<file path="src/rtl/memwb_stage_reg.sv">
// MEM/WB pipeline stage register with valid/ready handshake, flush, sticky halt and retire counter.
// Define MEMWB_SKID_EN to build a two-entry skid buffer with a registered in_ready.
module memwb_stage_reg #(
    parameter int DWIDTH = 32,
    parameter int AWIDTH = 32,
    parameter int RWIDTH = 5,
    parameter int CNTW   = 16
) (
    input  logic              clk,
    input  logic              rst_n,
    input  logic              in_valid,
    output logic              in_ready,
    input  logic              flush,
    input  logic [1:0]        memtoregin,
    input  logic              regwrin,
    input  logic              finin,
    input  logic [RWIDTH-1:0] regdstmuxin,
    input  logic [DWIDTH-1:0] aluoutin,
    input  logic [DWIDTH-1:0] dmdatain,
    input  logic [AWIDTH-1:0] pcnextin,
    input  logic              negativein,
    output logic              out_valid,
    input  logic              out_ready,
    output logic [1:0]        memtoregout,
    output logic              regwrout,
    output logic              finout,
    output logic [RWIDTH-1:0] regdstmuxout,
    output logic [DWIDTH-1:0] aluoutout,
    output logic [DWIDTH-1:0] dmdataout,
    output logic [AWIDTH-1:0] pcnextout,
    output logic              negativeout,
    output logic              halted,
    output logic [CNTW-1:0]   retire_cnt
);

    localparam int BW = 2 + 1 + 1 + RWIDTH + 2 * DWIDTH + AWIDTH + 1;

    logic [BW-1:0]     in_beat;
    logic [BW-1:0]     main_d;
    logic [BW-1:0]     main_p0;
    logic              vld_p0;
    logic              accept;
    logic              retire;
    logic              load_main;
    logic              halted_q;
    logic [CNTW-1:0]   cnt_q;

    logic [1:0]        memtoreg_p0;
    logic              regwr_p0;
    logic              fin_p0;
    logic [RWIDTH-1:0] regdst_p0;
    logic [DWIDTH-1:0] aluout_p0;
    logic [DWIDTH-1:0] dmdata_p0;
    logic [AWIDTH-1:0] pcnext_p0;
    logic              negative_p0;

    assign in_beat = {memtoregin, regwrin, finin, regdstmuxin, aluoutin, dmdatain, pcnextin, negativein};
    assign {memtoreg_p0, regwr_p0, fin_p0, regdst_p0, aluout_p0, dmdata_p0, pcnext_p0, negative_p0} = main_p0;

    assign accept = in_valid && in_ready;
    assign retire = vld_p0 && out_ready;

`ifdef MEMWB_SKID_EN
    typedef enum logic [1:0] {EMPTY, MAIN, BOTH} state_t;

    state_t        state_q;
    state_t        state_d;
    logic          ready_q;
    logic          ready_d;
    logic          load_skid;
    logic          main_from_skid;
    logic [BW-1:0] skid_p1;

    always_ff @(posedge clk or negedge rst_n) begin
        if (!rst_n) begin
            state_q <= EMPTY;
            ready_q <= 1'b1;
        end else begin
            state_q <= state_d;
            ready_q <= ready_d;
        end
    end

    // in_ready is precomputed for the next cycle so it never depends on out_ready combinationally
    always_comb begin
        state_d = state_q;
        case (state_q)
            EMPTY:   if (accept) state_d = MAIN;
            MAIN:    if (accept && !retire) state_d = BOTH;
                     else if (!accept && retire) state_d = EMPTY;
            BOTH:    if (retire) state_d = MAIN;
            default: state_d = EMPTY;
        endcase
        if (flush) state_d = EMPTY;
        ready_d = !(halted_q || (retire && fin_p0)) && (state_d != BOTH);
    end

    always_comb begin
        vld_p0         = (state_q != EMPTY);
        load_main      = 1'b0;
        load_skid      = 1'b0;
        main_from_skid = 1'b0;
        if (!flush) begin
            case (state_q)
                EMPTY:   load_main = accept;
                MAIN:    begin
                    load_main = accept && retire;
                    load_skid = accept && !retire;
                end
                BOTH:    begin
                    load_main      = retire;
                    main_from_skid = retire;
                end
                default: load_main = 1'b0;
            endcase
        end
    end

    always_ff @(posedge clk or negedge rst_n) begin
        if (!rst_n)         skid_p1 <= '0;
        else if (load_skid) skid_p1 <= in_beat;
    end

    assign in_ready = ready_q;
    assign main_d   = main_from_skid ? skid_p1 : in_beat;
`else
    always_ff @(posedge clk or negedge rst_n) begin
        if (!rst_n)      vld_p0 <= 1'b0;
        else if (flush)  vld_p0 <= 1'b0;
        else if (accept) vld_p0 <= 1'b1;
        else if (retire) vld_p0 <= 1'b0;
    end

    assign in_ready  = !halted_q && (!vld_p0 || out_ready);
    assign load_main = accept && !flush;
    assign main_d    = in_beat;
`endif

    // MEM -> WB boundary
    always_ff @(posedge clk or negedge rst_n) begin
        if (!rst_n)         main_p0 <= '0;
        else if (load_main) main_p0 <= main_d;
    end

    always_ff @(posedge clk or negedge rst_n) begin
        if (!rst_n) begin
            halted_q <= 1'b0;
            cnt_q    <= '0;
        end else if (retire) begin
            cnt_q <= cnt_q + 1'b1;
            if (fin_p0) halted_q <= 1'b1;
        end
    end

    assign out_valid    = vld_p0;
    assign regwrout     = regwr_p0 & vld_p0;
    assign finout       = fin_p0 & vld_p0;
    assign memtoregout  = memtoreg_p0;
    assign regdstmuxout = regdst_p0;
    assign aluoutout    = aluout_p0;
    assign dmdataout    = dmdata_p0;
    assign pcnextout    = pcnext_p0;
    assign negativeout  = negative_p0;
    assign halted       = halted_q;
    assign retire_cnt   = cnt_q;

endmodule

</file>
<file path="config.mk">
export PLATFORM = sky130hd
export DESIGN_NAME = memwb_stage_reg
export DESIGN_NICKNAME = d
export VERILOG_FILES = /design/src/rtl/memwb_stage_reg.sv
export SDC_FILE = /design/constraint.sdc
export NUM_CORES = 1
export LEC_CHECK = 0
export ABC_CLOCK_PERIOD_IN_PS = 1800
export BUFFER_PORTS_ARGS = -buffer_cell sky130_fd_sc_hd__buf_4
export CORE_ASPECT_RATIO = 1.4
export CORE_MARGIN = 2
export CORE_UTILIZATION = 44
export CTS_BUF_LIST = sky130_fd_sc_hd__clkbuf_8
export CTS_CLUSTER_SIZE = 25
export DETAILED_ROUTE_END_ITERATION = 10
export HOLD_SLACK_MARGIN = 0.02
export PLACE_DENSITY = 0.74
export SLEW_MARGIN = 20
export SYNTH_ARGS = -nofsm -noshare
export SYNTH_HDL_FRONTEND = slang
export SYNTH_SLANG_ARGS = --single-unit
export TNS_END_PERCENT = 1
</file>
<file path="constraint.sdc">
create_clock -name clk -period 1.8 [get_ports clk]
set_input_delay 0.18 -clock clk [delete_from_list [all_inputs] [get_ports clk]]
set_output_delay 0.18 -clock clk [all_outputs]
set_load 0.01 [all_outputs]
</file>
==> out/summary.json, run 1 <==
{
  "synth": {
    "yosys.cell_types.count": 23,
    "synth_cells": 397,
    "synth-seq-cells": 124,
    "synth.net_count": 509,
    "synthSimpleGateAreaFrac_pct": 2.96,
    "synth_top_family_by_area": "multiplexers",
    "synth_compound_area_share_pct": 0.290,
    "xor_xnor_share_of_the_synthesized_area_pct": 2.34,
    "yosys-mux-area-fraction_pct": 23.4,
    "avgSynthCellArea_um2": 14.1,
    "netlist_area_um2": 5620,
    "seq_area_frac_synth_pct": 55.3,
    "synth-warning-count": 0,
    "synth_fa_ha_area_share_pct": 0.223
  },
  "timing": {
    "rel_slew_slack_pct": 71.3,
    "setup_repair_after_global_routing_missed_its_margin": "no",
    "timing.setup.tns_ns": 0,
    "hold_violation_total_from_the_final_report": 0,
    "fin_worst_skew_ns": 0.0121,
    "final_min_period_over_clock_period_pct": 89.8,
    "timing.final.max_slew_violations": 0,
    "max_clock_freq_mhz": 618,
    "setup_viol": 0,
    "worstMarginPinSlew_ns": 0.426,
    "final_critical_delay_including_setup_and_external_delays_ns": 1.62
  },
  "grt": {
    "number_of_global_route_vias_before_repair": 4164,
    "grt_util_all_layers_pct": 20.1,
    "grt_antenna_before_repair": 0,
    "pin_count_of_the_biggest_net_entering_global_routing": 57,
    "grt_first_pass_wirelength_um": 21100,
    "gr_overflow_total": 0
  },
  "route": {
    "met3_length_um": 845,
    "ant_nets": 0,
    "route.met2.wl_um": 7750,
    "detailedRoute.firstIterationViolations": 106,
    "wirelength_um": 13700,
    "detailed_routing_wirelength_on_met1_um": 4700,
    "detail_route.first_pass.iterations": 4,
    "routedWlPerCell_um": 16.9,
    "drc": 0,
    "vias_per_cell": 4.66,
    "top_signal_layer_used": "met4",
    "route.vias.total": 3788
  },
  "setup_path": {
    "worst_setup_path_start_kind": "flop",
    "nature_of_the_critical_path_endpoint": "flop",
    "path_max_fanout": 43,
    "timing.reg2reg.worst_path_depth": 5,
    "critPathRequiredTime_ns": 2.09,
    "criticalPathCategory": "reg -> reg",
    "crit_arrival_ns": 1.91
  },
  "cells_and_area": {
    "regArea_um2": 3100,
    "num-nets-final": 763,
    "layout.filler_cells": 847,
    "utilization_pct": 67.2,
    "area_growth_syn_to_layout_pct": 48.1,
    "multi_input_comb_area_um2": 1640,
    "drive_gt1_share_pct": 57.9,
    "antenna-diode-count": 0
  },
  "hold_path": {
    "worstHoldPathCells": 2,
    "timing.hold.worst.class": "in -> reg"
  },
  "die": {
    "core_area_um2": 12400,
    "floorplan.die.width_um": 99.5,
    "top_level_ports": 236,
    "floorplan.initialDensity_pct": 45.4,
    "rows": 48,
    "floorplan.die.height_um": 138,
    "die_area_um2": 13700
  },
  "clock_tree": {
    "cts_tree": "done",
    "path_clk_slew_ns": 0.06,
    "cts.sink_count": 124,
    "cts_max_level": 4,
    "insertion_delay_ns": 0.42,
    "ctsRootBufferMaster": "clkbuf_8",
    "clockBufferDepth": 2,
    "cts_bufs_inserted": 17,
    "cts.repair_timing.setup_buffer_count": 0
  },
  "power_and_ir_drop": {
    "static-leakage-power_nw": 3.96,
    "p_per_area_nw_per_um2": 1500,
    "vdd.ir_drop.worst_mv": 0.817
  },
  "run_status": {
    "status": "completed"
  },
  "place": {
    "finalWeightedCongestion": 0.772,
    "post_detail_place_hpwl_um": 8600,
    "port-buffer-count": 235
  },
  "run": {
    "cap_violations": 0
  }
}
[state kept, by name (all words and copies together), names as in the netlist]
name,count
main_p0,106
retire_cnt,16
out_valid,1
halted,1
[layer usage]
metal	vias up	global-route usage [%]
met3	34	5.58
li1	1735	-
met4	0	9.82
met5	-	0
met1	1867	20.7
met2	152	37.1
[worst paths after layout]
check,end,from,slack [ns]
setup / recovery,main_p0[54]$_DFFE_PN0P_,out_valid$_DFFE_PN0P_,0.18
hold / removal,halted$_DFFE_PN0P_,out_ready,0.07
setup reg to reg,main_p0[54]$_DFFE_PN0P_,out_valid$_DFFE_PN0P_,0.18
hold reg to reg,retire_cnt[15]$_DFFE_PN0P_,retire_cnt[15]$_DFFE_PN0P_,0.48
max in group asynchronous,main_p0[68]$_DFFE_PN0P_,rst_n,1.06
min in group asynchronous,main_p0[1]$_DFFE_PN0P_,rst_n,0.17
[critical path, stage by stage (launching register included)]
cell,delay [ns]
dfrtp_1,0.37
nor2b_4,0.13
nor2_2,0.09
and3_4,0.25
buf_12,0.26
mux2_2,0.38
[cell usage after synthesis]
library cell,n,area (um^2)
nor2_2,1,6.26
nand2_1,7,26.3
nor2_1,3,11.3
nand4_1,1,6.26
nor2b_4,1,13.8
xor2_1,6,52.6
inv_1,2,7.51
xnor2_1,9,78.8
nor4_1,2,12.5
mux2_4,29,435
and3_4,1,11.3
and2_1,2,12.5
ha_1,1,12.5
a21o_1,1,7.51
buf_4,103,773
mux2_2,78,878
buf_2,7,35.0
and3_1,1,6.26
dfrtp_1,124,3100
nor3_1,3,15.0
a31o_2,1,8.76
nand3_1,9,45.0
buf_6,5,56.3
[placed cells by master (no fill, tap or decap), drive strengths merged]
cell / instances
nand2: 7
nand4: 1
inv: 3
and2: 2
xnor2: 9
and3: 2
a31o: 1
nand3: 9
mux2: 107
buf: 243
a21o: 1
clkinv: 5
nor3: 3
dfrtp: 124
nor2: 4
bufinv: 4
nor4: 2
nor2b: 1
xor2: 6
dlygate4sd3: 107
ha: 1
clkinvlp: 2
clkbuf: 19
[area by class of cell]
| class | count | area share [%] |
|---|---|---|
| inverters | 2 | 0.0903 |
| flip-flops and latches | 124 | 37.3 |
| repair buffers | 350 | 35.4 |
| clock inverters | 12 | 2.06 |
| clock buffers | 19 | 3.14 |
| multi-input cells | 156 | 19.7 |
| well taps | 150 | 2.26 |
[through the flow]
stage	cell area, um^2	hold slack, ns	instances	worst slack, ns	power, W
floorplan	5620	-0.116	397	0.0398	0.00859
global placement	6810	0.0613	675	0.221	0.00951
detailed placement	6810	0.0663	675	0.190	0.00967
CTS	8320	0.0324	813	0.181	0.0126
global route	8320	0.0438	813	0.0774	0.0132
finish	8320	0.0736	813	0.183	0.0125
[report_power, final]
part / leakage [nW] / internal [W] / switching [W]
clock network: 0.219 / 0.00157 / 0.00107
registers: 1.48 / 0.00407 / 0.000786
logic: 2.26 / 0.00310 / 0.00192
[kinds of logic (layout without fill, tap and decap cells)]
family | after synthesis | after routing
simple gates | 31 | 31
xor+xnor | 15 | 15
buf+inv | 117 | 383
flops | 124 | 124
fa+ha+maj | 1 | 1
mux | 107 | 107
compound gates | 2 | 2
[repair_timing]
action                                 CTS  global route
setup endpoints to repair                0             0
resized for setup                        0             0
endpoints found under the hold margin  230             0
hold buffers                           107             0
No activity file was read; power rests on OpenSTA's default activity.
==> run 2: changes to the inputs <==
PLACE_DENSITY = 0.77   (was 0.74)
==> out/summary.json, run 2 (synthesized netlist as in run 1, its figures left out) <==
{
  "timing": {
    "setup_viol": {"value": 0, "change": "unchanged"},
    "final_min_period_over_clock_period": {"value": 93.1, "unit": "%", "change": "was 89.8%"},
    "final_critical_delay_including_setup_and_external_delays": {"value": 1.68, "unit": "ns", "change": "was 1.62 ns"},
    "setup_repair_after_global_routing_missed_its_margin": {"value": "no", "change": "unchanged"},
    "timing.setup.tns": {"value": 0, "unit": "ns", "change": "unchanged"},
    "fin_worst_skew": {"value": 0.0156, "unit": "ns", "change": "was 0.0121 ns"},
    "max_clock_freq": {"value": 597, "unit": "MHz", "change": "was 618 MHz"},
    "worstMarginPinSlew": {"value": 0.705, "unit": "ns", "change": "was 0.426 ns"},
    "timing.hold.ws": {"value": 0.0550, "unit": "ns", "change": "was 0.0736 ns"},
    "rel_slew_slack": {"value": 53.0, "unit": "%", "change": "was 71.3%"},
    "hold_violation_total_from_the_final_report": {"value": 0, "change": "unchanged"},
    "timing.final.max_slew_violations": {"value": 0, "change": "unchanged"}
  },
  "setup_path": {
    "timing.reg2reg.worst_path_depth": {"value": 5, "change": "unchanged"},
    "crit_arrival": {"value": 1.98, "unit": "ns", "change": "was 1.91 ns"},
    "nature_of_the_critical_path_endpoint": {"value": "flop", "change": "unchanged"},
    "r2r_end": {"value": "main_p0[46]$_DFFE_PN0P_", "change": "was main_p0[54]$_DFFE_PN0P_"},
    "critical_path.max_stage_delay": {"value": 0.39, "unit": "ns", "change": "was 0.38 ns"},
    "criticalPathCategory": {"value": "reg -> reg", "change": "unchanged"},
    "worst_setup_path_startpoint": {"value": "out_valid$_DFFE_PN0P_", "change": "unchanged"},
    "worst_setup_path_start_kind": {"value": "flop", "change": "unchanged"},
    "timing.critical_path.cells": {"value": "nor2b_4 > nor2_2 > and3_4 > buf_4 > mux2_2", "change": "was nor2b_4 > nor2_2 > and3_4 > buf_12 > mux2_2"},
    "path_max_fanout": {"value": 14, "change": "was 43"},
    "critical_path.reg2reg.startpoint": {"value": "out_valid$_DFFE_PN0P_", "change": "unchanged"},
    "crit_path_end": {"value": "main_p0[46]$_DFFE_PN0P_", "change": "was main_p0[54]$_DFFE_PN0P_"},
    "regToRegSetupSlack": {"value": 0.12, "unit": "ns", "change": "was 0.18 ns"},
    "critPathRequiredTime": {"value": 2.11, "unit": "ns", "change": "was 2.09 ns"},
    "crit_slowest_cell": {"value": "dfrtp_1", "change": "was mux2_2"}
  },
  "hold_path": {
    "timing.hold.worst.class": {"value": "in -> reg", "change": "unchanged"}
  },
  "route": {
    "detail_route.first_pass.iterations": {"value": 4, "change": "unchanged"},
    "vias_per_cell": {"value": 4.66, "change": "about the same"},
    "route.vias.total": {"value": 3791, "change": "was 3788"},
    "wirelength": {"value": 13700, "unit": "um", "change": "about the same"},
    "ant_nets": {"value": 0, "change": "unchanged"},
    "detailedRoute.firstIterationViolations": {"value": 119, "change": "was 106"},
    "routedWlPerCell": {"value": 16.9, "unit": "um", "change": "about the same"},
    "drc": {"value": 0, "change": "unchanged"}
  },
  "die": {
    "floorplan.die.height": {"value": 138, "unit": "um", "change": "unchanged"},
    "floorplan.initialDensity": {"value": 45.4, "unit": "%", "change": "unchanged"},
    "core_area": {"value": 12400, "unit": "um^2", "change": "unchanged"},
    "floorplan.die.width": {"value": 99.5, "unit": "um", "change": "unchanged"},
    "rows": {"value": 48, "change": "unchanged"},
    "die_area": {"value": 13700, "unit": "um^2", "change": "unchanged"},
    "top_level_ports": {"value": 236, "change": "unchanged"}
  },
  "cells_and_area": {
    "num-nets-final": {"value": 763, "change": "unchanged"},
    "layout.filler_cells": {"value": 811, "change": "was 847"},
    "layout_commonest_cell": {"value": "buf_4", "change": "unchanged"},
    "max_flop_register": {"value": "main_p0", "change": "unchanged"},
    "drive_gt1_share": {"value": 58.3, "unit": "%", "change": "was 57.9%"},
    "area_growth_syn_to_layout": {"value": 49.0, "unit": "%", "change": "was 48.1%"},
    "antenna-diode-count": {"value": 0, "change": "unchanged"},
    "largest_reg_flops": {"value": 106, "change": "unchanged"},
    "top_library_cells_by_usage_in_the_layout_fill_and_taps_aside": {"value": "buf_4 (239), dfrtp_1 (124), dlygate4sd3_1 (107)", "change": "unchanged"},
    "regArea": {"value": 3100, "unit": "um^2", "change": "unchanged"},
    "multi_input_comb_area": {"value": 1650, "unit": "um^2", "change": "was 1640 um^2"}
  },
  "grt": {
    "pin_count_of_the_biggest_net_entering_global_routing": {"value": 125, "change": "was 57"},
    "number_of_global_route_vias_before_repair": {"value": 4171, "change": "was 4164"},
    "gr-max-usage-layer": {"value": "met2", "change": "unchanged"},
    "grt_util_all_layers": {"value": 20.0, "unit": "%", "change": "was 20.1%"},
    "grt_use_met3": {"value": 5.07, "unit": "%", "change": "was 5.58%"},
    "groute.layer.met2.usage": {"value": 36.0, "unit": "%", "change": "was 37.1%"},
    "gr_overflow_total": {"value": 0, "change": "unchanged"},
    "grt_antenna_before_repair": {"value": 0, "change": "unchanged"},
    "use_met1": {"value": 21.4, "unit": "%", "change": "was 20.7%"},
    "grt_first_pass_wirelength": {"value": 21000, "unit": "um", "change": "was 21100 um"}
  },
  "clock_tree": {
    "clockBufferDepth": {"value": 2, "change": "unchanged"},
    "path_clk_slew": {"value": 0.08, "unit": "ns", "change": "was 0.06 ns"},
    "cts_tree": {"value": "done", "change": "unchanged"},
    "cts.repair_timing.setup_buffer_count": {"value": 0, "change": "unchanged"},
    "insertion_delay": {"value": 0.43, "unit": "ns", "change": "was 0.42 ns"},
    "cts.sink_count": {"value": 124, "change": "unchanged"},
    "cts_max_level": {"value": 4, "change": "unchanged"},
    "ctsRootBufferMaster": {"value": "clkbuf_8", "change": "unchanged"},
    "cts_bufs_inserted": {"value": 17, "change": "unchanged"}
  },
  "power_and_ir_drop": {
    "static-leakage-power": {"value": 3.97, "unit": "nW", "change": "was 3.96 nW"},
    "p_per_area": {"value": 1530, "unit": "nW/um^2", "change": "was 1500 nW/um^2"},
    "vdd.ir_drop.worst": {"value": 0.799, "unit": "mV", "change": "was 0.817 mV"}
  },
  "place": {
    "post_detail_place_hpwl": {"value": 8440, "unit": "um", "change": "was 8600 um"},
    "port-buffer-count": {"value": 235, "change": "unchanged"},
    "finalWeightedCongestion": {"value": 0.777, "change": "was 0.772"}
  },
  "run_status": {
    "status": {"value": "completed", "change": "unchanged"}
  },
  "run": {
    "cap_violations": {"value": 0, "change": "unchanged"}
  }
}
run 2: cell count changes in the layout (fill, tap and decap cells not counted), sizes merged:
| cell | previous run | this run |
|---|---|---|
| bufinv | 4 | 5 |
| clkinv | 5 | 3 |
| clkinvlp | 2 | 3 |
| inv | 3 | 4 |
run 2: metrics by stage:
step	total power [W]	setup WS (ns)	instances	instance area (um^2)	utilization, %
2_1_floorplan	0.00859	0.0398	397	5620	-
3_3_place_gp	0.00950	0.180	675	6810	55.1
3_5_place_dp	0.00967	0.0938	675	6810	55.1
4_1_cts	0.0128	0.0768	814	8360	67.6
5_1_grt	0.0134	0.00750	814	8360	67.6
6_report	0.0128	0.124	814	8360	67.6
run 2: cell type report:
| cell class | count | area share (%) |
|---|---|---|
| multi-input cells | 156 | 19.7 |
| clock inverters | 13 | 2.54 |
| well taps | 150 | 2.24 |
| inverters | 2 | 0.0898 |
| clock buffers | 19 | 3.13 |
| flip-flops and latches | 124 | 37.1 |
| repair buffers | 350 | 35.2 |
run 2: worst max-delay path: cells and delay by family, from the launching register on:
kind	cells	cell delay [ns]
DFF	1	0.39
muxes	1	0.36
and+or+nand+nor	3	0.54
buffers and inverters	1	0.27
run 2: worst min path at each step:
stage              start                 endpoint  cells past startpoint
2_1_floorplan      rst_n       halted$_DFFE_PN0P_                      0
3_3_place_gp       rst_n  main_p0[52]$_DFFE_PN0P_                      2
3_5_place_dp       rst_n  main_p0[51]$_DFFE_PN0P_                      2
4_1_cts        out_ready       halted$_DFFE_PN0P_                      2
5_1_grt        out_ready       halted$_DFFE_PN0P_                      2
6_report       out_ready       halted$_DFFE_PN0P_                      2
run 2: what timing repair did:
action                                  CTS  global route
endpoints found under the setup margin    0             1
gates resized for setup                   0             1
hold buffers                            107             0
endpoints found under the hold margin   230             0
run 2: layer usage:
layer / wire (um) / share of wire [%] / vias to the layer above
met2: 7480 / 54 / 160
met3: 762 / 5.5 / 45
met4: 525 / 3.8 / 0
met5: 0 / 0 / -
met1: 4960 / 36 / 1843
li1: - / - / 1743
run 2: report_power, final:
group,total (W),internal [W],switching (W)
clock,0.00289,0.00173,0.00115
combinational,0.00504,0.00311,0.00194
sequential,0.00483,0.00407,0.000763
total,0.0128,0.00891,0.00385
==> run 3: changes to the inputs <==
CORE_MARGIN = 3   (was 2)
CTS_CLUSTER_DIAMETER = 60   (was unset)
==> out/summary.json, run 3 (synthesized netlist as in run 1, its figures left out) <==
{
  "run_status": {
    "status": {"value": "completed", "change": "unchanged"}
  },
  "die": {
    "floorplan.initialDensity": {"value": 45.2, "unit": "%", "change": "was 45.4%"},
    "floorplan.die.width": {"value": 101, "unit": "um", "change": "was 99.5 um"},
    "core_area": {"value": 12400, "unit": "um^2", "change": "about the same"},
    "top_level_ports": {"value": 236, "change": "unchanged"},
    "floorplan.die.height": {"value": 140, "unit": "um", "change": "was 138 um"},
    "rows": {"value": 48, "change": "unchanged"},
    "die_area": {"value": 14200, "unit": "um^2", "change": "was 13700 um^2"}
  },
  "route": {
    "ant_nets": {"value": 0, "change": "unchanged"},
    "detailedRoute.firstIterationViolations": {"value": 88, "change": "was 119"},
    "detail_route.first_pass.iterations": {"value": 4, "change": "unchanged"},
    "route.vias.total": {"value": 3780, "change": "was 3791"},
    "drc": {"value": 0, "change": "unchanged"},
    "vias_per_cell": {"value": 4.66, "change": "about the same"},
    "routedWlPerCell": {"value": 16.4, "unit": "um", "change": "was 16.9 um"},
    "wirelength": {"value": 13300, "unit": "um", "change": "was 13700 um"}
  },
  "grt": {
    "grt_util_all_layers": {"value": 19.2, "unit": "%", "change": "was 20.0%"},
    "grt_antenna_before_repair": {"value": 0, "change": "unchanged"},
    "gr_overflow_total": {"value": 0, "change": "unchanged"},
    "grt_first_pass_wirelength": {"value": 21100, "unit": "um", "change": "was 21000 um"},
    "pin_count_of_the_biggest_net_entering_global_routing": {"value": 72, "change": "was 125"},
    "number_of_global_route_vias_before_repair": {"value": 4322, "change": "was 4171"}
  },
  "hold_path": {
    "worstHoldPathCells": {"value": 3, "change": "was 2"},
    "timing.hold.worst.class": {"value": "in -> reg", "change": "unchanged"},
    "hold_path_startpoint": {"value": "flush", "change": "was out_ready"}
  },
  "setup_path": {
    "critPathRequiredTime": {"value": 2.11, "unit": "ns", "change": "about the same"},
    "worst_setup_path_start_kind": {"value": "flop", "change": "unchanged"},
    "timing.reg2reg.worst_path_depth": {"value": 5, "change": "unchanged"},
    "path_max_fanout": {"value": 33, "change": "was 14"},
    "critical_path.reg2reg.startpoint": {"value": "out_valid$_DFFE_PN0P_", "change": "unchanged"},
    "regToRegSetupSlack": {"value": 0.13, "unit": "ns", "change": "was 0.12 ns"},
    "timing.critical_path.cells": {"value": "nor2b_4 > nor2_2 > and3_4 > buf_12 > mux2_2", "change": "was nor2b_4 > nor2_2 > and3_4 > buf_4 > mux2_2"},
    "nature_of_the_critical_path_endpoint": {"value": "flop", "change": "unchanged"},
    "critical_path.max_stage_delay": {"value": 0.38, "unit": "ns", "change": "was 0.39 ns"},
    "criticalPathCategory": {"value": "reg -> reg", "change": "unchanged"},
    "crit_arrival": {"value": 1.97, "unit": "ns", "change": "was 1.98 ns"},
    "crit_slowest_cell": {"value": "dfrtp_1", "change": "unchanged"},
    "worst_setup_path_startpoint": {"value": "out_valid$_DFFE_PN0P_", "change": "unchanged"}
  },
  "clock_tree": {
    "cts_resized": {"value": 0, "change": "unchanged"},
    "cts_tree": {"value": "done", "change": "unchanged"},
    "cts_max_level": {"value": 4, "change": "unchanged"},
    "path_clk_slew": {"value": 0.07, "unit": "ns", "change": "was 0.08 ns"},
    "insertion_delay": {"value": 0.42, "unit": "ns", "change": "was 0.43 ns"},
    "cts.sink_count": {"value": 124, "change": "unchanged"},
    "ctsRootBufferMaster": {"value": "clkbuf_8", "change": "unchanged"},
    "cts_bufs_inserted": {"value": 17, "change": "unchanged"},
    "clockBufferDepth": {"value": 2, "change": "unchanged"}
  },
  "cells_and_area": {
    "drive_gt1_share": {"value": 57.8, "unit": "%", "change": "was 58.3%"},
    "num-nets-final": {"value": 763, "change": "unchanged"},
    "layout.filler_cells": {"value": 860, "change": "was 811"},
    "area_growth_syn_to_layout": {"value": 46.8, "unit": "%", "change": "was 49.0%"},
    "top_library_cells_by_usage_in_the_layout_fill_and_taps_aside": {"value": "buf_4 (238), dfrtp_1 (124), dlygate4sd3_1 (107)", "change": "was buf_4 (239), dfrtp_1 (124), dlygate4sd3_1 (107)"},
    "largest_reg_flops": {"value": 106, "change": "unchanged"},
    "antenna-diode-count": {"value": 0, "change": "unchanged"},
    "layout_commonest_cell": {"value": "buf_4", "change": "unchanged"},
    "utilization": {"value": 66.3, "unit": "%", "change": "was 67.6%"},
    "max_flop_register": {"value": "main_p0", "change": "unchanged"}
  },
  "timing": {
    "final_critical_delay_including_setup_and_external_delays": {"value": 1.67, "unit": "ns", "change": "was 1.68 ns"},
    "final_min_period_over_clock_period": {"value": 92.5, "unit": "%", "change": "was 93.1%"},
    "setup_repair_after_global_routing_missed_its_margin": {"value": "no", "change": "unchanged"},
    "fin_worst_skew": {"value": 0.0126, "unit": "ns", "change": "was 0.0156 ns"},
    "hold_violation_total_from_the_final_report": {"value": 0, "change": "unchanged"},
    "timing.setup.tns": {"value": 0, "unit": "ns", "change": "unchanged"},
    "timing.hold.ws": {"value": 0.0535, "unit": "ns", "change": "was 0.0550 ns"},
    "max_clock_freq": {"value": 600, "unit": "MHz", "change": "was 597 MHz"},
    "rel_slew_slack": {"value": 70.3, "unit": "%", "change": "was 53.0%"},
    "worstMarginPinSlew": {"value": 0.441, "unit": "ns", "change": "was 0.705 ns"},
    "timing.final.max_slew_violations": {"value": 0, "change": "unchanged"},
    "setup_viol": {"value": 0, "change": "unchanged"}
  },
  "power_and_ir_drop": {
    "vdd.ir_drop.worst": {"value": 0.858, "unit": "mV", "change": "was 0.799 mV"},
    "static-leakage-power": {"value": 3.93, "unit": "nW", "change": "was 3.97 nW"},
    "p_per_area": {"value": 1460, "unit": "nW/um^2", "change": "was 1530 nW/um^2"}
  },
  "place": {
    "port-buffer-count": {"value": 235, "change": "unchanged"},
    "finalWeightedCongestion": {"value": 0.748, "change": "was 0.777"},
    "post_detail_place_hpwl": {"value": 8490, "unit": "um", "change": "was 8440 um"}
  },
  "run": {
    "cap_violations": {"value": 0, "change": "unchanged"}
  }
}
run 3: changes by cell type in the layout (fill, tap and decap cells not counted), moves of 2 or more:
cell	previous run	this run
clkinv_4	2	0
clkinv_2	1	5
inv_6	2	0
bufinv_16	5	1
run 3: final timing paths:
check | to
worst max-delay path | main_p0[52]$_DFFE_PN0P_
worst min-delay path | out_valid$_DFFE_PN0P_
worst max register to register | main_p0[52]$_DFFE_PN0P_
worst min register to register | retire_cnt[15]$_DFFE_PN0P_
max in group asynchronous | main_p0[65]$_DFFE_PN0P_
min in group asynchronous | main_p0[81]$_DFFE_PN0P_
run 3: timing repair:
item | in CTS | in global routing
hold endpoints to repair | 230 | 0
setup buffers | 0 | 0
hold buffers | 107 | 0
setup endpoints to repair | 0 | 0
run 3: area by class of cell:
type | count | area [um^2] | area share, %
Clock buffer | 20 | 275 | 3.34
Clock inverter | 9 | 73.8 | 0.895
Inverter | 2 | 7.51 | 0.0910
Multi-Input combinational cell | 156 | 1640 | 19.9
Sequential cell | 124 | 3100 | 37.6
Tap cell | 150 | 188 | 2.28
Timing Repair Buffer | 350 | 2960 | 35.9
run 3: power breakdown:
group	total [W]	internal [W]	switching (W)
sequential	0.00484	0.00407	0.000766
clock	0.00219	0.00116	0.00103
combinational	0.00498	0.00311	0.00187
total	0.0120	0.00834	0.00367
run 3: per-layer routing:
metal / global-route usage, % / wire length (um) / vias up
li1: - / - / 1734
met1: 19.6 / 4720 / 1832
met2: 33.9 / 7110 / 176
met3: 6.87 / 1060 / 38
met4: 9.38 / 443 / 0
met5: 0 / 0 / -
run 3: metrics by stage:
stage	area [um^2]	total power (W)	setup slack, ns	std cells
2_1_floorplan	5620	0.00859	0.0398	397
3_3_place_gp	6830	0.00950	0.186	675
3_5_place_dp	6830	0.00968	0.149	675
4_1_cts	8250	0.0121	0.133	811
5_1_grt	8250	0.0127	0.0451	811
6_report	8250	0.0120	0.134	811
run 3: critical path: cells and delay by family, from the launching register on:
| family | cells | cell delay, ns |
|---|---|---|
| and+or+nand+nor | 3 | 0.53 |
| DFF | 1 | 0.38 |
| muxes | 1 | 0.37 |
| buffers and inverters | 1 | 0.26 |
